--- config.mk ---
export PLATFORM = sky130hd
export DESIGN_NAME = btn_irq_conditioner
export DESIGN_NICKNAME = d
export VERILOG_FILES = /design/src/rtl/btn_irq_conditioner.sv
export SDC_FILE = /design/constraint.sdc
export NUM_CORES = 1
export LEC_CHECK = 0
export ABC_CLOCK_PERIOD_IN_PS = 2900
export CORE_MARGIN = 1
export CORE_UTILIZATION = 46
export CTS_CLUSTER_DIAMETER = 60
export DETAILED_ROUTE_END_ITERATION = 12
export PLACE_DENSITY = 0.73
export SLEW_MARGIN = 25
export SYNTH_ARGS = -nofsm -noshare
export SYNTH_HDL_FRONTEND = slang
export SYNTH_SLANG_ARGS = --single-unit
--- constraint.sdc ---
create_clock -name i_clk -period 2.9 [get_ports i_clk]
set_input_delay 0.58 -clock i_clk [delete_from_list [all_inputs] [get_ports i_clk]]
set_output_delay 0.58 -clock i_clk [all_outputs]
set_load 0.01 [all_outputs]
--- src/rtl/btn_irq_conditioner.sv ---
`default_nettype none
// btn_irq_conditioner: per-channel synchroniser + debounce FSM, press/release pulses,
// sticky maskable interrupt-pending bits.  Rev 1.0
module btn_irq_conditioner #(
  parameter int N_CH        = 4,
  parameter int DB_CYCLES   = 1000000,
  parameter int SYNC_STAGES = 2,
  parameter int ACTIVE_LOW  = 1
) (
  input  logic            i_clk,
  input  logic            i_rst,
  input  logic [N_CH-1:0] i_btn,
  input  logic [N_CH-1:0] i_edge_sel,
  input  logic [N_CH-1:0] i_irq_mask,
  input  logic [N_CH-1:0] i_pend_clr,
  output logic [N_CH-1:0] o_level,
  output logic [N_CH-1:0] o_press,
  output logic [N_CH-1:0] o_release,
  output logic [N_CH-1:0] o_pending,
  output logic            o_irq
);

  localparam int CW = (DB_CYCLES > 1) ? $clog2(DB_CYCLES) : 1;
  localparam logic [CW-1:0] CNT_LAST = CW'(DB_CYCLES - 1);

  localparam logic [1:0] ST_REL   = 2'd0;
  localparam logic [1:0] ST_W_PRS = 2'd1;
  localparam logic [1:0] ST_PRS   = 2'd2;
  localparam logic [1:0] ST_W_REL = 2'd3;

  logic [N_CH-1:0] s_in;
  assign s_in = (ACTIVE_LOW != 0) ? ~i_btn : i_btn;

  genvar ch;
  generate
    for (ch = 0; ch < N_CH; ch++) begin : g_ch
      logic [SYNC_STAGES-1:0] sync_q;
      logic [1:0]             state_q, state_d;
      logic [CW-1:0]          cnt_q, cnt_d;
      logic                   level_q, level_d;
      logic                   press_q, press_d;
      logic                   rel_q, rel_d;
      logic                   pend_q, pend_d;
      logic                   s;

      assign s = sync_q[SYNC_STAGES-1];

      always_comb begin
        state_d = state_q;
        cnt_d   = cnt_q;
        level_d = level_q;
        press_d = 1'b0;
        rel_d   = 1'b0;
        case (state_q)
          ST_REL: begin
            if (s) begin
              state_d = ST_W_PRS;
              cnt_d   = CW'(1);
            end
          end
          ST_W_PRS: begin
            if (!s) begin
              state_d = ST_REL;
              cnt_d   = '0;
            end else if (cnt_q == CNT_LAST) begin
              state_d = ST_PRS;
              cnt_d   = '0;
              level_d = 1'b1;
              press_d = 1'b1;
            end else begin
              cnt_d = cnt_q + CW'(1);
            end
          end
          ST_PRS: begin
            if (!s) begin
              state_d = ST_W_REL;
              cnt_d   = CW'(1);
            end
          end
          ST_W_REL: begin
            if (s) begin
              state_d = ST_PRS;
              cnt_d   = '0;
            end else if (cnt_q == CNT_LAST) begin
              state_d = ST_REL;
              cnt_d   = '0;
              level_d = 1'b0;
              rel_d   = 1'b1;
            end else begin
              cnt_d = cnt_q + CW'(1);
            end
          end
          default: begin
            state_d = ST_REL;
            cnt_d   = '0;
          end
        endcase

        // A new event takes priority over a simultaneous clear strobe.
        if (press_d || (i_edge_sel[ch] && rel_d)) begin
          pend_d = 1'b1;
        end else if (i_pend_clr[ch]) begin
          pend_d = 1'b0;
        end else begin
          pend_d = pend_q;
        end
      end

      always_ff @(posedge i_clk) begin
        if (i_rst) begin
          sync_q  <= '0;
          state_q <= ST_REL;
          cnt_q   <= '0;
          level_q <= 1'b0;
          press_q <= 1'b0;
          rel_q   <= 1'b0;
          pend_q  <= 1'b0;
        end else begin
          sync_q  <= {sync_q[SYNC_STAGES-2:0], s_in[ch]};
          state_q <= state_d;
          cnt_q   <= cnt_d;
          level_q <= level_d;
          press_q <= press_d;
          rel_q   <= rel_d;
          pend_q  <= pend_d;
        end
      end

      assign o_level[ch]   = level_q;
      assign o_press[ch]   = press_q;
      assign o_release[ch] = rel_q;
      assign o_pending[ch] = pend_q;
    end
  endgenerate

  assign o_irq = |(o_pending & i_irq_mask);

endmodule
`default_nettype wire

==> flow_summary.json, run 1 <==
{
  "status": "complete, but fails checks",
  "violations": "DRC",
  "clock_latency_ns": 0.35,
  "synth-main-ff-cell": "dfxtp_1",
  "synth-seq-area-share": 0.403,
  "syn-num-nets": 696,
  "hold_buffers": 0,
  "viasPerCell": 5.75,
  "min_period_ns": 2.33,
  "ioPinCount": 35,
  "cts_buffers": 9,
  "power.leakage_nw": 2.03,
  "setup_viol": 0,
  "cts-htree-levels": 3,
  "vias": 4787,
  "yosys_warnings": 0,
  "synth_edf_count": 0,
  "ys_types": 66,
  "drt_iter0_markers": 317,
  "n_fill_cell": 1054,
  "netlist_top_cells_area": "dfxtp_1 40%, nor2_1 5.1%, nand2_1 4.6%",
  "wl_um": 11700,
  "grt_max_degree": 27,
  "area_growth_pct": 11.3,
  "hold-path-endpoint": "g_ch[0].sync_q[1]$_SDFF_PP0_",
  "r2r_slack_ns": 0.57,
  "arrival_ns": 2.57,
  "drive_gt1_frac": 0.0537,
  "netlist.area_leader.share": 0.403,
  "async_flop_share": 0,
  "grt_antenna_before_repair": 0,
  "drt_pass1_iterations": 9,
  "dp_hpwl_um": 8240,
  "fp-row-count": 39,
  "fin_crit_sh": 0.804,
  "rsz0062_at_grt": "no",
  "cap_violations": 0,
  "cts_resized": 0,
  "dp_slack_ns": 0.603,
  "place.gp.congestion": 0.829,
  "critPathKind": "flip-flop to flip-flop",
  "synthTopCellsByCount": "112 x dfxtp_1, 76 x nor2_1, 68 x nand2_1, 44 x nand3_1, 31 x a21oi_1",
  "clkSlewWorstSetupHoldPaths_ns": 0.07,
  "cts_setup_buffers": 0,
  "path_max_fanout": 10,
  "yosys.area.top_type": "dfxtp_1",
  "wire_per_inst_um": 14.0,
  "reg2reg_to": "g_ch[1].cnt_q[16]$_SDFFE_PP0P_",
  "core-area_um2": 11600,
  "grt_overflow": 0,
  "setup_tns_ns": 0,
  "clock_skew_ns": 0.00955,
  "ys_ff_latch": 112,
  "worstHoldStart": "g_ch[0].sync_q[0]$_SDFF_PP0_",
  "slew_headroom": 0.422,
  "final_util": 0.533,
  "end_kind": "flip-flop",
  "powerDensity_nw_per_um2": 484,
  "drc": 2,
  "hold_depth": 1,
  "synth_area_um2": 5560,
  "antenna_left": 0,
  "placed_cells": 816,
  "fmax_ghz": 0.429,
  "start_util": 0.479,
  "die_area_um2": 12500,
  "syn_inst": 674,
  "io_buffers": 34,
  "syn_area_per_cell_um2": 8.26,
  "final_cells": 832,
  "grt_use_total": 0.196,
  "worst_setup_path_start_kind": "flip-flop",
  "yosys.cell_count.top_type": "dfxtp_1",
  "worst_slew_pin_slew_ns": 0.865,
  "die_h_um": 112,
  "nNetsFinal": 706,
  "layout_setup_ws_ns": 0.568,
  "cts_root_buf": "clkbuf_16",
  "rr_startpoint": "g_ch[1].cnt_q[0]$_SDFFE_PP0P_",
  "clock_path_buffers": 2,
  "slew_violations": 0,
  "grt_pass1_wl_um": 20000,
  "diodes": 0,
  "cts_tree": "yes",
  "crit_required_ns": 3.14,
  "hold_viol": 0,
  "hold_path_class": "flip-flop to flip-flop",
  "rr_worst_depth": 5,
  "die_x_um": 112,
  "first_global_vias": 4447,
  "clock_sinks": 112,
  "ir_worst_vdd_uv": 323
}
==> power breakdown <==
part	internal [mW]	switching, mW	leakage [nW]
combinational	0.0671	0.0852	0.982
clock	0.695	0.570	0.141
sequential	1.56	0.0209	0.905
total	2.32	0.676	2.03
==> layer usage <==
| metal | part of all wire | wire length (um) | GRT usage |
|---|---|---|---|
| met3 | 0.031 | 356 | 0.0517 |
| met2 | 0.48 | 5650 | 0.336 |
| met1 | 0.47 | 5510 | 0.238 |
| met4 | 0.012 | 141 | 0.0667 |
| met5 | 0 | 0 | 0 |
==> sequential cells by signal, indices dropped and copies added (netlist names), named ones only <==
register / flops
g_ch.cnt_q: 80
g_ch.press_q: 4
g_ch.sync_q: 8
g_ch.level_q: 4
g_ch.pend_q: 4
g_ch.rel_q: 4
g_ch.state_q: 4
==> critical path, stage by stage, from the launching register on <==
cell and delay (ns):
dfxtp_1 0.41, ha_1 0.28, nand3_1 0.30, o31ai_1 0.75
o22ai_1 0.17, mux2_2 0.31
==> logic make-up (layout without fill, tap and decap cells) <==
group,Yosys count,after routing,share of synthesized area
compound gates,126,126,0.152
xor+xnor,36,36,0.0567
fa+ha+maj,4,4,0.00900
buf+inv,62,77,0.0569
flops,112,112,0.403
mux,8,8,0.0146
simple gates,326,326,0.307
==> cell usage in the layout (no fill, tap or decap), drive strengths merged, types with 7 or more instances in the layout <==
cell type / count
a21oi: 33
a22oi: 9
a31oi: 21
and2: 7
and3: 12
and4: 7
clkbuf: 10
clkdlybuf4s50: 33
dfxtp: 112
inv: 22
mux2i: 7
nand2: 68
nand2b: 7
nand3: 45
nand4: 14
nor2: 76
nor2b: 10
nor3: 29
nor4: 15
o211ai: 7
o21ai: 15
xnor2: 24
xor2: 12
==> cell type report <==
cell class | instances | area (um2) | share of cell area
clock buffer | 10 | 239 | 0.0386
inverter | 22 | 82.6 | 0.0133
tap | 143 | 179 | 0.0289
clock inverter | 6 | 66.3 | 0.0107
multi-input combinational | 500 | 3010 | 0.486
timing repair buffer | 39 | 373 | 0.0602
sequential | 112 | 2240 | 0.362
==> stage by stage <==
step	hold WS (ns)	power [mW]	cell area [um2]
2_1_floorplan	0.414	1.71	5560
3_3_place_gp	0.419	1.76	5880
3_5_place_dp	0.420	1.76	5890
4_1_cts	0.432	3.04	6190
5_1_grt	0.449	3.12	6190
6_report	0.428	2.99	6190
==> worst max path at each step <==
stage	to	cells past startpoint	from
after floorplan	g_ch[2].cnt_q[10]$_SDFFE_PP0P_	7	g_ch[2].cnt_q[0]$_SDFFE_PP0P_
after global placement	o_irq	4	i_irq_mask[1]
after detailed placement	o_irq	4	i_irq_mask[1]
after CTS	g_ch[1].cnt_q[16]$_SDFFE_PP0P_	5	g_ch[1].cnt_q[0]$_SDFFE_PP0P_
after global routing	g_ch[0].cnt_q[11]$_SDFFE_PP0P_	6	g_ch[0].cnt_q[0]$_SDFFE_PP0P_
final	g_ch[1].cnt_q[16]$_SDFFE_PP0P_	5	g_ch[1].cnt_q[0]$_SDFFE_PP0P_
No activity file was read; power rests on OpenSTA's default activity.
==> run 2: changes to the inputs <==
--- a/config.mk
+++ b/config.mk
@@ -5,12 +5,12 @@
 export SDC_FILE = /design/constraint.sdc
 export NUM_CORES = 1
 export LEC_CHECK = 0
-export ABC_CLOCK_PERIOD_IN_PS = 2900
+export ABC_CLOCK_PERIOD_IN_PS = 2000
 export CORE_MARGIN = 1
 export CORE_UTILIZATION = 46
 export CTS_CLUSTER_DIAMETER = 60
 export DETAILED_ROUTE_END_ITERATION = 12
-export PLACE_DENSITY = 0.73
+export PLACE_DENSITY = 0.76
 export SLEW_MARGIN = 25
 export SYNTH_ARGS = -nofsm -noshare
 export SYNTH_HDL_FRONTEND = slang
==> constraint.sdc (replaced) <==
create_clock -name i_clk -period 2 [get_ports i_clk]
set_input_delay 0.4 -clock i_clk [delete_from_list [all_inputs] [get_ports i_clk]]
set_output_delay 0.4 -clock i_clk [all_outputs]
set_load 0.01 [all_outputs]
==> flow_summary.json, run 2 (synthesis gave the netlist of run 1 again) <==
{
  "p_comb_frac": 0.062,
  "power.leakage_nw": 2.27,
  "min_period_ns": 1.99,
  "switching_share": 0.240,
  "hold_buffers": 0,
  "n_fill_cell": 1032,
  "layout_setup_ws_ns": 0.0142,
  "cts_buffers": 9,
  "grt_antenna_before_repair": 0,
  "drive_gt1_frac": 0.129,
  "max_stage_delay_ns": 0.60,
  "drc": 2,
  "clock_path_buffers": 2,
  "die_h_um": 112,
  "final_common_cell": "dfxtp_1",
  "seq_power_share": 0.537,
  "setup_viol": 0,
  "fp-row-count": 39,
  "critPathKind": "flip-flop to flip-flop",
  "wire_per_inst_um": 14.9,
  "cp_slowest_cell": "or4b_1",
  "arrival_ns": 2.23,
  "placed_cells": 854,
  "cts-htree-levels": 3,
  "clockPowerShare": 0.401,
  "final_cell_mix": "109 x dfxtp_1, 75 x nor2_1, 68 x nand2_1",
  "reg_top3": "g_ch.cnt_q (80), g_ch.sync_q (8)",
  "end_kind": "flip-flop",
  "start_util": 0.479,
  "cts_tree": "yes",
  "netSwitchingPower_mw": 1.02,
  "ir_worst_vdd_uv": 496,
  "die_x_um": 112,
  "worst_hold_slack_ns": 0.442,
  "cts_root_buf": "clkbuf_16",
  "hold_path_class": "flip-flop to flip-flop",
  "critPathTopFamily": "simple AND/OR/NAND/NOR gates",
  "internal-power_mw": 3.23,
  "dp_hpwl_um": 9030,
  "grt_pass1_wl_um": 21300,
  "worst_setup_path_start_kind": "flip-flop",
  "violations": "DRC",
  "drt_pass1_iterations": 8,
  "fin_crit_sh": 0.993,
  "area_growth_pct": 18.8,
  "worst_slew_pin_slew_ns": 0.597,
  "die_area_um2": 12500,
  "crit_path_cell_trace": "or4b_1 > nor4_4 > buf_4 > a21oi_2 > a32oi_1 > nor3_1",
  "clkSlewWorstSetupHoldPaths_ns": 0.08,
  "fmax_ghz": 0.504,
  "powerDensity_nw_per_um2": 644,
  "hold_viol": 0,
  "clock_sinks": 112,
  "largest_reg_flops": 80,
  "dp_slack_ns": -0.0447,
  "grt_max_degree": 31,
  "crit_required_ns": 2.25,
  "ioPinCount": 35,
  "final_cells": 878,
  "grt_use_total": 0.209,
  "design_area_um2": 6610,
  "grt_overflow": 0,
  "cap_violations": 0,
  "first_global_vias": 4756,
  "antenna_left": 0,
  "wl_um": 13100,
  "clock_skew_ns": 0.00679,
  "regMostFlops": "g_ch.cnt_q",
  "dpl_cell_area_um2": 6180,
  "viasPerCell": 5.78,
  "nNetsFinal": 752,
  "seqCellArea_um2": 2250,
  "place.gp.congestion": 0.848,
  "clock_latency_ns": 0.36,
  "status": "complete, but fails checks",
  "io_buffers": 34,
  "multi_input_area_um2": 3100,
  "core-area_um2": 11600,
  "slew_headroom": 0.599,
  "vias": 5071,
  "crit_buf_inv": 1,
  "slew_violations": 0,
  "path_max_fanout": 7,
  "setup_tns_ns": 0,
  "drt_iter0_markers": 302,
  "diodes": 0
}
[run 2: through the flow]
stage	power [mW]	util
after floorplan	2.48	-
after global placement	2.58	0.532
after detailed placement	2.59	0.532
after CTS	4.29	0.558
after global routing	4.39	0.569
final	4.25	0.569
[run 2: timing repair]
action	4_1_cts	5_1_grt
gates cloned	1	3
pin swaps	3	3
endpoints found under the setup margin	8	48
resized for setup	2	20
setup buffers	0	4
[run 2: worst paths after layout]
path	from	to	slack [ns]	cells after the start
min reg2reg	g_ch[3].sync_q[0]$_SDFF_PP0_	g_ch[3].sync_q[1]$_SDFF_PP0_	0.44	1
max	g_ch[0].cnt_q[11]$_SDFFE_PP0P_	g_ch[0].cnt_q[7]$_SDFFE_PP0P_	0.01	6
min	g_ch[3].sync_q[0]$_SDFF_PP0_	g_ch[3].sync_q[1]$_SDFF_PP0_	0.44	1
max reg2reg	g_ch[0].cnt_q[11]$_SDFFE_PP0P_	g_ch[0].cnt_q[7]$_SDFFE_PP0P_	0.01	6
[run 2: power groups by stage]
stage / registers, mW / logic, mW / clock network [mW]
after floorplan: 2.32 / 0.151 / 0
after global placement: 2.33 / 0.247 / 0
after detailed placement: 2.34 / 0.254 / 0
after CTS: 2.28 / 0.256 / 1.75
after global routing: 2.29 / 0.288 / 1.82
final: 2.28 / 0.264 / 1.70
[run 2: per-layer routing]
layer,vias to the layer above,GRT usage,wire [um]
met5,-,0,0
met4,0,0.0871,269
met3,29,0.0501,564
met2,126,0.360,6470
met1,2385,0.250,5790
li1,2531,-,-
[run 2: final cells by class]
class	instances	share of cell area
flip-flops and latches	112	0.340
inverters	22	0.0125
well taps	143	0.0271
clock inverters	6	0.00701
multi-input cells	502	0.469
clock buffers	10	0.0347
repair buffers	83	0.110
